### src/rtl/ss_pkg.sv
// ss_pkg: shared state encoding, job/result counts and watchdog default for ss_sched.
package ss_pkg;
    typedef enum logic [1:0] {IDLE, STREAM, WAIT, DRAIN} state_e;
    localparam int WORDS_2X2 = 8;
    localparam int WORDS_4X4 = 32;
    localparam int RES_2X2 = 3;
    localparam int RES_4X4 = 7;
    localparam int WD_LIMIT_DEF = 31;
    function automatic logic [5:0] last_word(input logic sz);
        return sz ? 6'(WORDS_4X4 - 1) : 6'(WORDS_2X2 - 1);
    endfunction
    function automatic logic [5:0] last_res(input logic sz);
        return sz ? 6'(RES_4X4 - 1) : 6'(RES_2X2 - 1);
    endfunction
endpackage

### src/rtl/ss_rr_arb.sv
// ss_rr_arb: two-way round-robin arbiter; the pointer side wins when both request.
module ss_rr_arb (
    input  logic [1:0] req,
    input  logic       ptr,
    output logic [1:0] gnt
);
    always_comb gnt = &req ? (ptr ? 2'b10 : 2'b01) : (req[0] ? 2'b01 : {req[1], 1'b0});
endmodule

### src/rtl/ss_sched.sv
// ss_sched: two-requester job scheduler streaming words to a systolic array and routing results back.
module ss_sched import ss_pkg::*; #(
    parameter int WD_LIMIT = WD_LIMIT_DEF
) (
    input  logic        clk,
    input  logic        rst_n,
    input  logic [1:0]  req,
    input  logic [1:0]  req_size,
    input  logic [15:0] req_data0,
    input  logic [15:0] req_data1,
    output logic [1:0]  pop,
    output logic [1:0]  grant,
    output logic        ss_in_valid,
    output logic [15:0] ss_matrix,
    output logic        ss_matrix_size,
    input  logic        ss_out_valid,
    input  logic [39:0] ss_out_value,
    output logic [1:0]  res_valid,
    output logic [39:0] res_value,
    output logic [1:0]  done,
    output logic        err
);
    localparam int WDW = $clog2(WD_LIMIT + 2);
    state_e          state_q, state_d;
    logic            ptr_q, ptr_d, size_q, size_d;
    logic [1:0]      grant_q, grant_d, arb_gnt;
    logic [5:0]      cnt_q, cnt_d;
    logic [WDW-1:0]  wd_q, wd_d;
    logic            in_valid_q, in_valid_d, msize_q, msize_d, err_q, err_d;
    logic [15:0]     matrix_q, matrix_d, word;
    logic [1:0]      res_valid_q, res_valid_d, done_q, done_d;
    logic [39:0]     res_value_q, res_value_d;
    logic            fwd, end_job;

    ss_rr_arb u_arb (.req(req), .ptr(ptr_q), .gnt(arb_gnt));

    assign word = grant_q[1] ? req_data1 : req_data0;

    // cnt_q counts popped words in STREAM and forwarded results in WAIT/DRAIN
    always_comb begin
        state_d = state_q;
        ptr_d = ptr_q;
        grant_d = grant_q;
        size_d = size_q;
        cnt_d = cnt_q;
        wd_d = wd_q;
        pop = 2'b00;
        err_d = 1'b0;
        done_d = 2'b00;
        fwd = 1'b0;
        end_job = 1'b0;
        case (state_q)
            IDLE: if (|req) begin
                grant_d = arb_gnt;
                size_d = |(req_size & arb_gnt);
                cnt_d = '0;
                state_d = STREAM;
            end
            STREAM: begin
                pop = grant_q;
                cnt_d = cnt_q + 6'd1;
                if (cnt_q == last_word(size_q)) begin
                    cnt_d = '0;
                    wd_d = '0;
                    state_d = WAIT;
                end
            end
            WAIT: if (ss_out_valid) begin
                fwd = 1'b1;
                cnt_d = 6'd1;
                state_d = DRAIN;
            end else if (wd_q == WDW'(WD_LIMIT)) begin
                err_d = 1'b1;
                end_job = 1'b1;
            end else begin
                wd_d = wd_q + 1'b1;
            end
            DRAIN: if (ss_out_valid) begin
                fwd = 1'b1;
                cnt_d = cnt_q + 6'd1;
                if (cnt_q == last_res(size_q)) begin
                    done_d = grant_q;
                    end_job = 1'b1;
                end
            end
            default: state_d = IDLE;
        endcase
        if (end_job) begin
            state_d = IDLE;
            grant_d = 2'b00;
            ptr_d = ~ptr_q;
            cnt_d = '0;
        end
        res_valid_d = fwd ? grant_q : 2'b00;
        res_value_d = fwd ? ss_out_value : 40'd0;
        in_valid_d = |pop;
        matrix_d = |pop ? word : 16'd0;
        msize_d = |pop & size_q;
    end

    always_ff @(posedge clk) begin
        if (!rst_n) begin
            state_q <= IDLE;
            ptr_q <= 1'b0;
            grant_q <= 2'b00;
            size_q <= 1'b0;
            cnt_q <= '0;
            wd_q <= '0;
            in_valid_q <= 1'b0;
            matrix_q <= '0;
            msize_q <= 1'b0;
            res_valid_q <= 2'b00;
            res_value_q <= '0;
            done_q <= 2'b00;
            err_q <= 1'b0;
        end else begin
            state_q <= state_d;
            ptr_q <= ptr_d;
            grant_q <= grant_d;
            size_q <= size_d;
            cnt_q <= cnt_d;
            wd_q <= wd_d;
            in_valid_q <= in_valid_d;
            matrix_q <= matrix_d;
            msize_q <= msize_d;
            res_valid_q <= res_valid_d;
            res_value_q <= res_value_d;
            done_q <= done_d;
            err_q <= err_d;
        end
    end

    assign grant = grant_q;
    assign ss_in_valid = in_valid_q;
    assign ss_matrix = matrix_q;
    assign ss_matrix_size = msize_q;
    assign res_valid = res_valid_q;
    assign res_value = res_value_q;
    assign done = done_q;
    assign err = err_q;
endmodule

### config.mk
export PLATFORM = sky130hd
export DESIGN_NAME = ss_sched
export DESIGN_NICKNAME = d
export VERILOG_FILES = /design/src/rtl/ss_pkg.sv /design/src/rtl/ss_rr_arb.sv /design/src/rtl/ss_sched.sv
export SDC_FILE = /design/constraint.sdc
export NUM_CORES = 1
export LEC_CHECK = 0
export BUFFER_PORTS_ARGS = -buffer_cell sky130_fd_sc_hd__buf_2
export CAP_MARGIN = 10
export CORE_MARGIN = 3
export CORE_UTILIZATION = 41
export DETAILED_ROUTE_END_ITERATION = 8
export PLACE_DENSITY = 0.86
export SLEW_MARGIN = 40
export SYNTH_ARGS = -nofsm -noshare
export SYNTH_HDL_FRONTEND = slang
export SYNTH_SLANG_ARGS = --single-unit
### constraint.sdc
create_clock -name clk -period 1.68 [get_ports clk]
set_clock_uncertainty 0.05 [all_clocks]
set_input_delay 0.252 -clock clk [delete_from_list [all_inputs] [get_ports clk]]
set_output_delay 0.252 -clock clk [all_outputs]
set_load 0.02 [all_outputs]
==> summary.md, run 1 <==
| Metric | Value |
|---|---|
| Final Power | 5.282 mW |
| Mux cell area share after synthesis | 7.843% |
| Final setup violation count | 2 |
| Synth Area in Compound Gates | approximately 8.5% |
| FF-to-FF path depth | 6 |
| WP data arrival | 1.93 ns |
| Final wirelength | ~8900 um |
| Multi-input logic area | approximately 1500 um^2 |
| GRT Total Usage | approximately a fifth |
| Iteration-0 DRC count of the detailed router | 110 |
| Unrepaired setup endpoints after global routing | true |
| Largest net degree at the start of global routing | 43 |
| Placed inst area | between 4000 and 5000 um^2 |
| Largest vdd supply drop | slightly below 0.6 mV |
| Site row count | 30 |
| P per Cell Area | between 1000 and 1500 nW/um^2 |
| Element type at the critical path start | flip-flop |
| Port Buffers | about 150 |
| Mapped Nets | 382 |
| Failing checks | setup timing |
| Detail Route Antenna Nets | 0 |
| Cts bufs inserted | 9 |
| # DRC | 0 |
| Vias | approximately 2,900 |
| Cell variety after synth | 42 |
| Final hold viol count | 0 |
| Hold path cells | 2 |
| Fmax | about 580 MHz |
| # nets final | ~560 |
| Grt total ovfl | 0 |
| Crit. Startpoint | state_q[0] |
| CTS Root Cell | clkbuf_8 |
| H-tree levels | 3 |
| Post-route minimum period | 1.719 ns |
| Least-Margin Pin Slew | around 0.65 ns |
| Die Span Y | approximately 90 um |
| Initial Util | 43.64% |
| Synth Instances | just under 300 |
| Fill count | approximately 560 |
| Main combinational cell family by area after synthesis | simple AND/OR/NAND/NOR gates |
| Final Core Density | about 64% |
| Post-Synth Adder-Cell Area | 3.676% |
| Worst Setup End Kind | flip-flop |
| DR WL/cell | 15.41 um |
| First-pass GRT wire length | 12,990 um |
| Layout cells sized above 1 | roughly half |
| Simple-gate share of the synthesized area | around a quarter |
| Initial DRT Pass Iterations | 4 |
| CTS max path bufs | 2 |
| Core area | between 7000 and 8000 um^2 |
| Max Cap Viol | 0 |
| Worst r2r src | state_q[0] |
| Number of global-route vias before repair | between 2,000 and 3,000 |
| Part of the cycle the worst path needs | 102.3% |
| Drt via density | between 4 and 5 |
| Ys Warns | 0 |
| Met1 WL | roughly 3400 um |
| Met3 wire length | 738 um |
| CP cell instances | inv_2, ha_4, nor2b_4, buf_4, a2111oi_4, mux2i_1 |
| Area grow syn2layout | 47.14% |
| Global placement routability congestion | just over 0.8 |
| Syn Std Cell Area | around 3100 um^2 |
| Final Max Tran Viols | 0 |
| Syn avg cell area | around 10 um^2 |
| Pleak | between 2 and 2.5 nW |
| Status | finished with violations |
| Crit path required time | 1.89 ns |
| Clock sinks | slightly above 80 |
| Clk_lat worst skew | about 0.35 ns |
| Reg area | roughly 1600 um^2 |
| Post-DP HPWL | around 6000 um |
| Max FO, Critical Path | 5 |
| Crit path kind | reg -> reg |
| Fin area | between 4000 and 5000 um^2 |
| Clock-pin slew on the worst setup and hold paths | around 0.10 ns |
| Final Hold Slack | roughly 0.04 ns |
| CTS tree | built |
| PnR worst setup slack | -0.03913 ns |
| Hold path startpoint | ss_out_value[18] |
| Delay of the slowest critical-path stage | ~0.44 ns |
| Diode count | 0 |
| Sequential cell area fraction in the yosys report | between 50% and 60% |
| Relative slew slack | around 57% |
| Initial antenna violation count | 0 |
| Wire length on met2 | 4490 um |
| Chip width | roughly 90 um |
| Ports | between 100 and 150 |
| Hold_buf cts | 0 |
| Hold WC Path Type | in -> reg |
| XOR/XNOR Fraction of Synth Area | less than 1% |
| Slowest-stage cell, CP | a2111oi_4 |
| Post-synthesis register bit count | 81 |
| Die ar. | ~8500 um^2 |
| DR top layer | met4 |
per-stage QoR:
stage          worst slack, ns  setup TNS (ns)  instances
2_1_floorplan       -0.0008867       -0.001773        294
3_3_place_gp          -0.07813          -3.399        549
3_5_place_dp           -0.1787          -1.004        549
4_1_cts              -0.008575       -0.008575        569
5_1_grt               -0.07800         -0.2764        575
6_report              -0.03913        -0.05564        575
per-layer routing:
layer	vias up	track usage (%)
li1	1371	-
met2	140	33.78
met4	0	8.663
met3	24	5.037
met1	1317	21.38
met5	-	0
kinds of logic (layout without fill, tap and decap cells):
family,Yosys count,in the layout
AOI/OAI and AO/OA,30,30
xor gates and xnor gates,1,1
adders and majority gates,9,9
buffers and inverters,20,205
DFF,81,81
muxes,24,24
and+or+nand+nor,129,129
report_power, final:
group	switching (mW)	internal, mW
Combinational	0.851	0.786
Clock	0.786	0.713
Sequential	0.0920	2.05
Total	1.73	3.55
flip-flops by register name, indices dropped and copies added (netlist names):
signal / flops
res_value: 40
ss_matrix: 16
cnt_q: 6
wd_q: 6
done: 2
grant: 2
res_valid: 2
state_q: 2
err: 1
ptr_q: 1
size_q: 1
ss_in_valid: 1
ss_matrix_size: 1
area by class of cell:
class                   instances  share of cell area [%]
clock buffers                   9                   2.748
clock inverters                 7                   1.832
inverters                       7                  0.6941
multi-input cells             193                   33.06
flip-flops and latches         81                   36.20
well taps                      96                   2.665
repair buffers                182                   22.79
path summary, 6_finish.rpt:
check	slack [ns]	end
max reg2reg	-0.04	state_q[0]
min	0.04	res_value[18]
min reg2reg	0.45	wd_q[5]
max	-0.04	state_q[0]
critical path: cells and delay by family, from the launching register on:
kind / cells / cell delay (ns)
simple gates: 1 / 0.14
fa+ha+maj: 1 / 0.18
mux: 1 / 0.26
flops: 1 / 0.37
buf+inv: 2 / 0.20
compound gates: 1 / 0.44
cells in the final DEF, fill, tap and decap left out, drive strengths merged, types with 2 or more instances in the layout:
cell type  synthesis  final
buf                7    182
dfxtp             81     81
and2              45     45
mux2i             24     24
nor2              22     22
nand3             15     15
nand2             12     12
inv                7     11
clkbuf             6      9
ha                 9      9
nand3b             7      7
nor3               6      6
nand4              5      5
and3               5      5
o21ai              5      5
a21oi              4      4
a211oi             4      4
nor2b              4      4
o211ai             3      3
a31oi              3      3
nand4b             2      2
a2111oi            2      2
a32oi              2      2
clkinvlp           0      2
o21ba              2      2
synth_stat cells, drive strengths merged:
library cell / instances / area (um^2)
nand2b: 1 / 6.260
a311oi: 1 / 8.760
and4: 1 / 8.760
a32oi: 2 / 17.52
o21ai: 5 / 36.28
o21ba: 2 / 20.02
o22ai: 1 / 6.260
dfxtp: 81 / 1622
clkbuf: 6 / 22.52
and3: 5 / 36.28
a211oi: 4 / 30.03
buf: 7 / 38.79
nor3b: 1 / 12.51
nand3b: 7 / 52.55
ha: 9 / 112.6
nor4b: 1 / 8.760
nand3: 15 / 75.07
xnor2: 1 / 8.760
a31oi: 3 / 18.77
and2: 45 / 281.5
o211ai: 3 / 22.52
inv: 7 / 26.28
nor2b: 4 / 25.02
a21oi: 4 / 20.02
and3b: 1 / 8.760
nand2: 12 / 45.04
nor4: 1 / 6.260
mux2i: 24 / 240.2
nand4b: 2 / 17.52
nor2: 22 / 82.58
a2111oi: 2 / 55.05
o31a: 1 / 8.760
nor3: 6 / 35.03
nand4: 5 / 31.28
o21a: 1 / 7.510
o21bai: 1 / 7.510
repair_timing:
action / 4_1_cts / 5_1_grt
buffers inserted: 5 / 6
endpoints found under the hold margin: 0 / 0
pin swaps: 3 / 5
resized for setup: 30 / 13
endpoints found under the setup margin: 18 / 60
(Power assumes the default switching activity.)
==> run 2: changes to the inputs <==
--- a/config.mk
+++ b/config.mk
@@ -10,6 +10,7 @@
 export CORE_MARGIN = 3
 export CORE_UTILIZATION = 41
 export DETAILED_ROUTE_END_ITERATION = 8
+export HOLD_SLACK_MARGIN = 0.12
 export PLACE_DENSITY = 0.86
 export SLEW_MARGIN = 40
 export SYNTH_ARGS = -nofsm -noshare
==> run 2 against run 1 <==
  * The run still ends with setup timing left
  * Global-route usage up 7.3 points
  * Wire length up 33%
  * Via count up 15%
  * Clock-buffer cell count unchanged
  * Worst setup slack worse by 0.012 ns
  * First-iteration DRC count up 75%
  * Flip-flop and latch count unchanged
  * Largest power group unchanged
==> summary.md, run 2 (synthesized netlist as in run 1, its figures left out) <==
| Metric | Value |
|---|---|
| Status | finished with violations (unchanged) |
| Failing checks | setup timing (unchanged) |
| Final Power | 5.519 mW (was 5.282 mW) |
| Pleak | 2.394 nW (was 2.119 nW) |
| Number of placed instances with taps included | 549 (unchanged) |
| Max reg flops | 40 (unchanged) |
| Area grow syn2layout | 69.24% (was 47.14%) |
| Crit path required time | 1.85 ns (was 1.89 ns) |
| H-tree levels | 3 (unchanged) |
| Drt via density | 5.101 (was 4.960) |
| Unrepaired setup endpoints after global routing | true (unchanged) |
| Largest vdd supply drop | 0.6159 mV (was 0.5923 mV) |
| Reg area | 1634 um^2 (was 1632 um^2) |
| Element type at the critical path start | flip-flop (unchanged) |
| Initial DRT Pass Iterations | 5 (was 4) |
| Grt total ovfl | 0 (unchanged) |
| Global placement routability congestion | 0.8210 (unchanged) |
| Die Span Y | 92.43 um (unchanged) |
| Worst Setup End Kind | flip-flop (unchanged) |
| Clk_lat worst skew | 0.35 ns (about the same) |
| Hold WC Path Type | in -> reg (unchanged) |
| Final hold viol count | 0 (unchanged) |
| Clock sinks | 81 (unchanged) |
| Non-Filler Instances | 641 (was 575) |
| P per Cell Area | 1065 nW/um^2 (was 1172 nW/um^2) |
| Post-DP HPWL | 6137 um (unchanged) |
| Clock-pin slew on the worst setup and hold paths | 0.09 ns (was 0.10 ns) |
| Part of the cycle the worst path needs | 103.0% (was 102.3%) |
| Number of global-route vias before repair | 3,410 (was 2,761) |
| Detail Route Antenna Nets | 0 (unchanged) |
| Chip width | 92.43 um (unchanged) |
| Die ar. | 8543 um^2 (unchanged) |
| Iteration-0 DRC count of the detailed router | 193 (was 110) |
| Vias | 3,270 (was 2,852) |
| Multi-input logic area | 1496 um^2 (was 1490 um^2) |
| Port Buffers | 145 (unchanged) |
| Cts bufs inserted | 9 (unchanged) |
| Initial Util | 43.64% (unchanged) |
| Max FO, Critical Path | 5 (unchanged) |
| # nets final | 628 (was 562) |
| Core area | 7019 um^2 (unchanged) |
| Least-Margin Pin Slew | 0.6603 ns (was 0.6468 ns) |
| Final setup violation count | 5 (was 2) |
| Fmax | 577.6 MHz (was 581.7 MHz) |
| PnR worst setup slack | -0.05116 ns (was -0.03913 ns) |
| Most common cell after layout, fill and taps aside | buf_2 (unchanged) |
| CTS max path bufs | 2 (unchanged) |
| GRT Total Usage | 26.44% (was 19.11%) |
| Relative slew slack | 55.87% (was 56.78%) |
| Site row count | 30 (unchanged) |
| Final Core Density | 73.85% (was 64.21%) |
| CTS tree | built (unchanged) |
| Final wirelength | 11,780 um (was 8858 um) |
| CTS Root Cell | clkbuf_8 (unchanged) |
| Placed inst area | 4073 um^2 (unchanged) |
| Post-route minimum period | 1.731 ns (was 1.719 ns) |
| Initial antenna violation count | 0 (unchanged) |
| Fin area | 5184 um^2 (was 4507 um^2) |
| Fill count | 448 (was 557) |
| Commonest cells after routing, fill and taps aside | 144 x buf_2, 75 x dfxtp_1, 68 x dlygate4sd3_1 (was 143 x buf_2, 75 x dfxtp_1, 43 x and2_1) |
| WP data arrival | 1.90 ns (was 1.93 ns) |
| Layout cells sized above 1 | 42.57% (was 48.64%) |
| First-pass GRT wire length | 17,610 um (was 12,990 um) |
| DR WL/cell | 18.38 um (was 15.41 um) |
| # DRC | 0 (unchanged) |
| Largest net degree at the start of global routing | 43 (unchanged) |
| Final Max Tran Viols | 0 (unchanged) |
| Max Cap Viol | 0 (unchanged) |
| Diode count | 0 (unchanged) |
| Crit path kind | reg -> reg (unchanged) |
| Ports | 146 (unchanged) |
==> run 2: timing repair <==
| item | CTS | global route |
|---|---|---|
| cloned | 0 | 1 |
| gates resized for setup | 30 | 18 |
| hold endpoints to repair | 54 | 0 |
| hold buffers | 68 | 0 |
| setup endpoints to repair | 18 | 62 |
| pin swaps | 3 | 8 |
| buffers inserted | 5 | 3 |
==> run 2: where the power goes <==
group | switching [mW] | leakage [nW] | internal (mW) | total [mW]
Combinational | 0.925 | 1.64 | 0.909 | 1.83
Sequential | 0.0980 | 0.658 | 2.06 | 2.16
Clock | 0.816 | 0.0988 | 0.714 | 1.53
==> run 2: layout make-up <==
type	instances	area share (%)
timing repair buffer	248	32.75
sequential	81	31.52
multi-input combinational	193	28.87
clock buffer	9	2.390
tap	96	2.317
clock inverter	7	1.593
inverter	7	0.5552
==> run 2: per-stage QoR <==
| step | setup slack [ns] | TNS [ns] | hold slack [ns] |
|---|---|---|---|
| after global routing | -0.08310 | -0.4633 | 0.1206 |
| final | -0.05116 | -0.1574 | 0.1232 |
| after detailed placement | -0.1787 | -1.004 | 0.4052 |
| after floorplan | -0.0008867 | -0.001773 | 0.2805 |
| after global placement | -0.07813 | -3.399 | 0.4015 |
| after CTS | -0.008575 | -0.008575 | 0.1200 |
==> run 2: worst max-delay path, stage by stage, from the launching register on <==
cell and delay [ns]:
dfxtp_4 0.37, inv_2 0.08, ha_4 0.17, nand3b_1 0.13
buf_4 0.17, o31a_1 0.29, buf_4 0.17, nand3_1 0.10
mux2i_1 0.09
==> run 2: metal layers <==
layer  vias to the layer above  global-route usage (%)  wire (um)
li1                       1505                       -          -
met1                      1542                   27.30       4131
met2                       187                   50.33       6437
met3                        36                   6.255        870
met4                         0                   11.26        344
met5                         -                       0          0
==> run 2: worst paths after layout <==
check	depth (start not counted)	slack, ns	end	start
setup reg to reg	8	-0.05	state_q[1]	state_q[0]
hold reg to reg	2	0.48	wd_q[1]	wd_q[1]
hold / removal	3	0.12	ss_matrix[6]	req_data0[6]
setup / recovery	8	-0.05	state_q[1]	state_q[0]
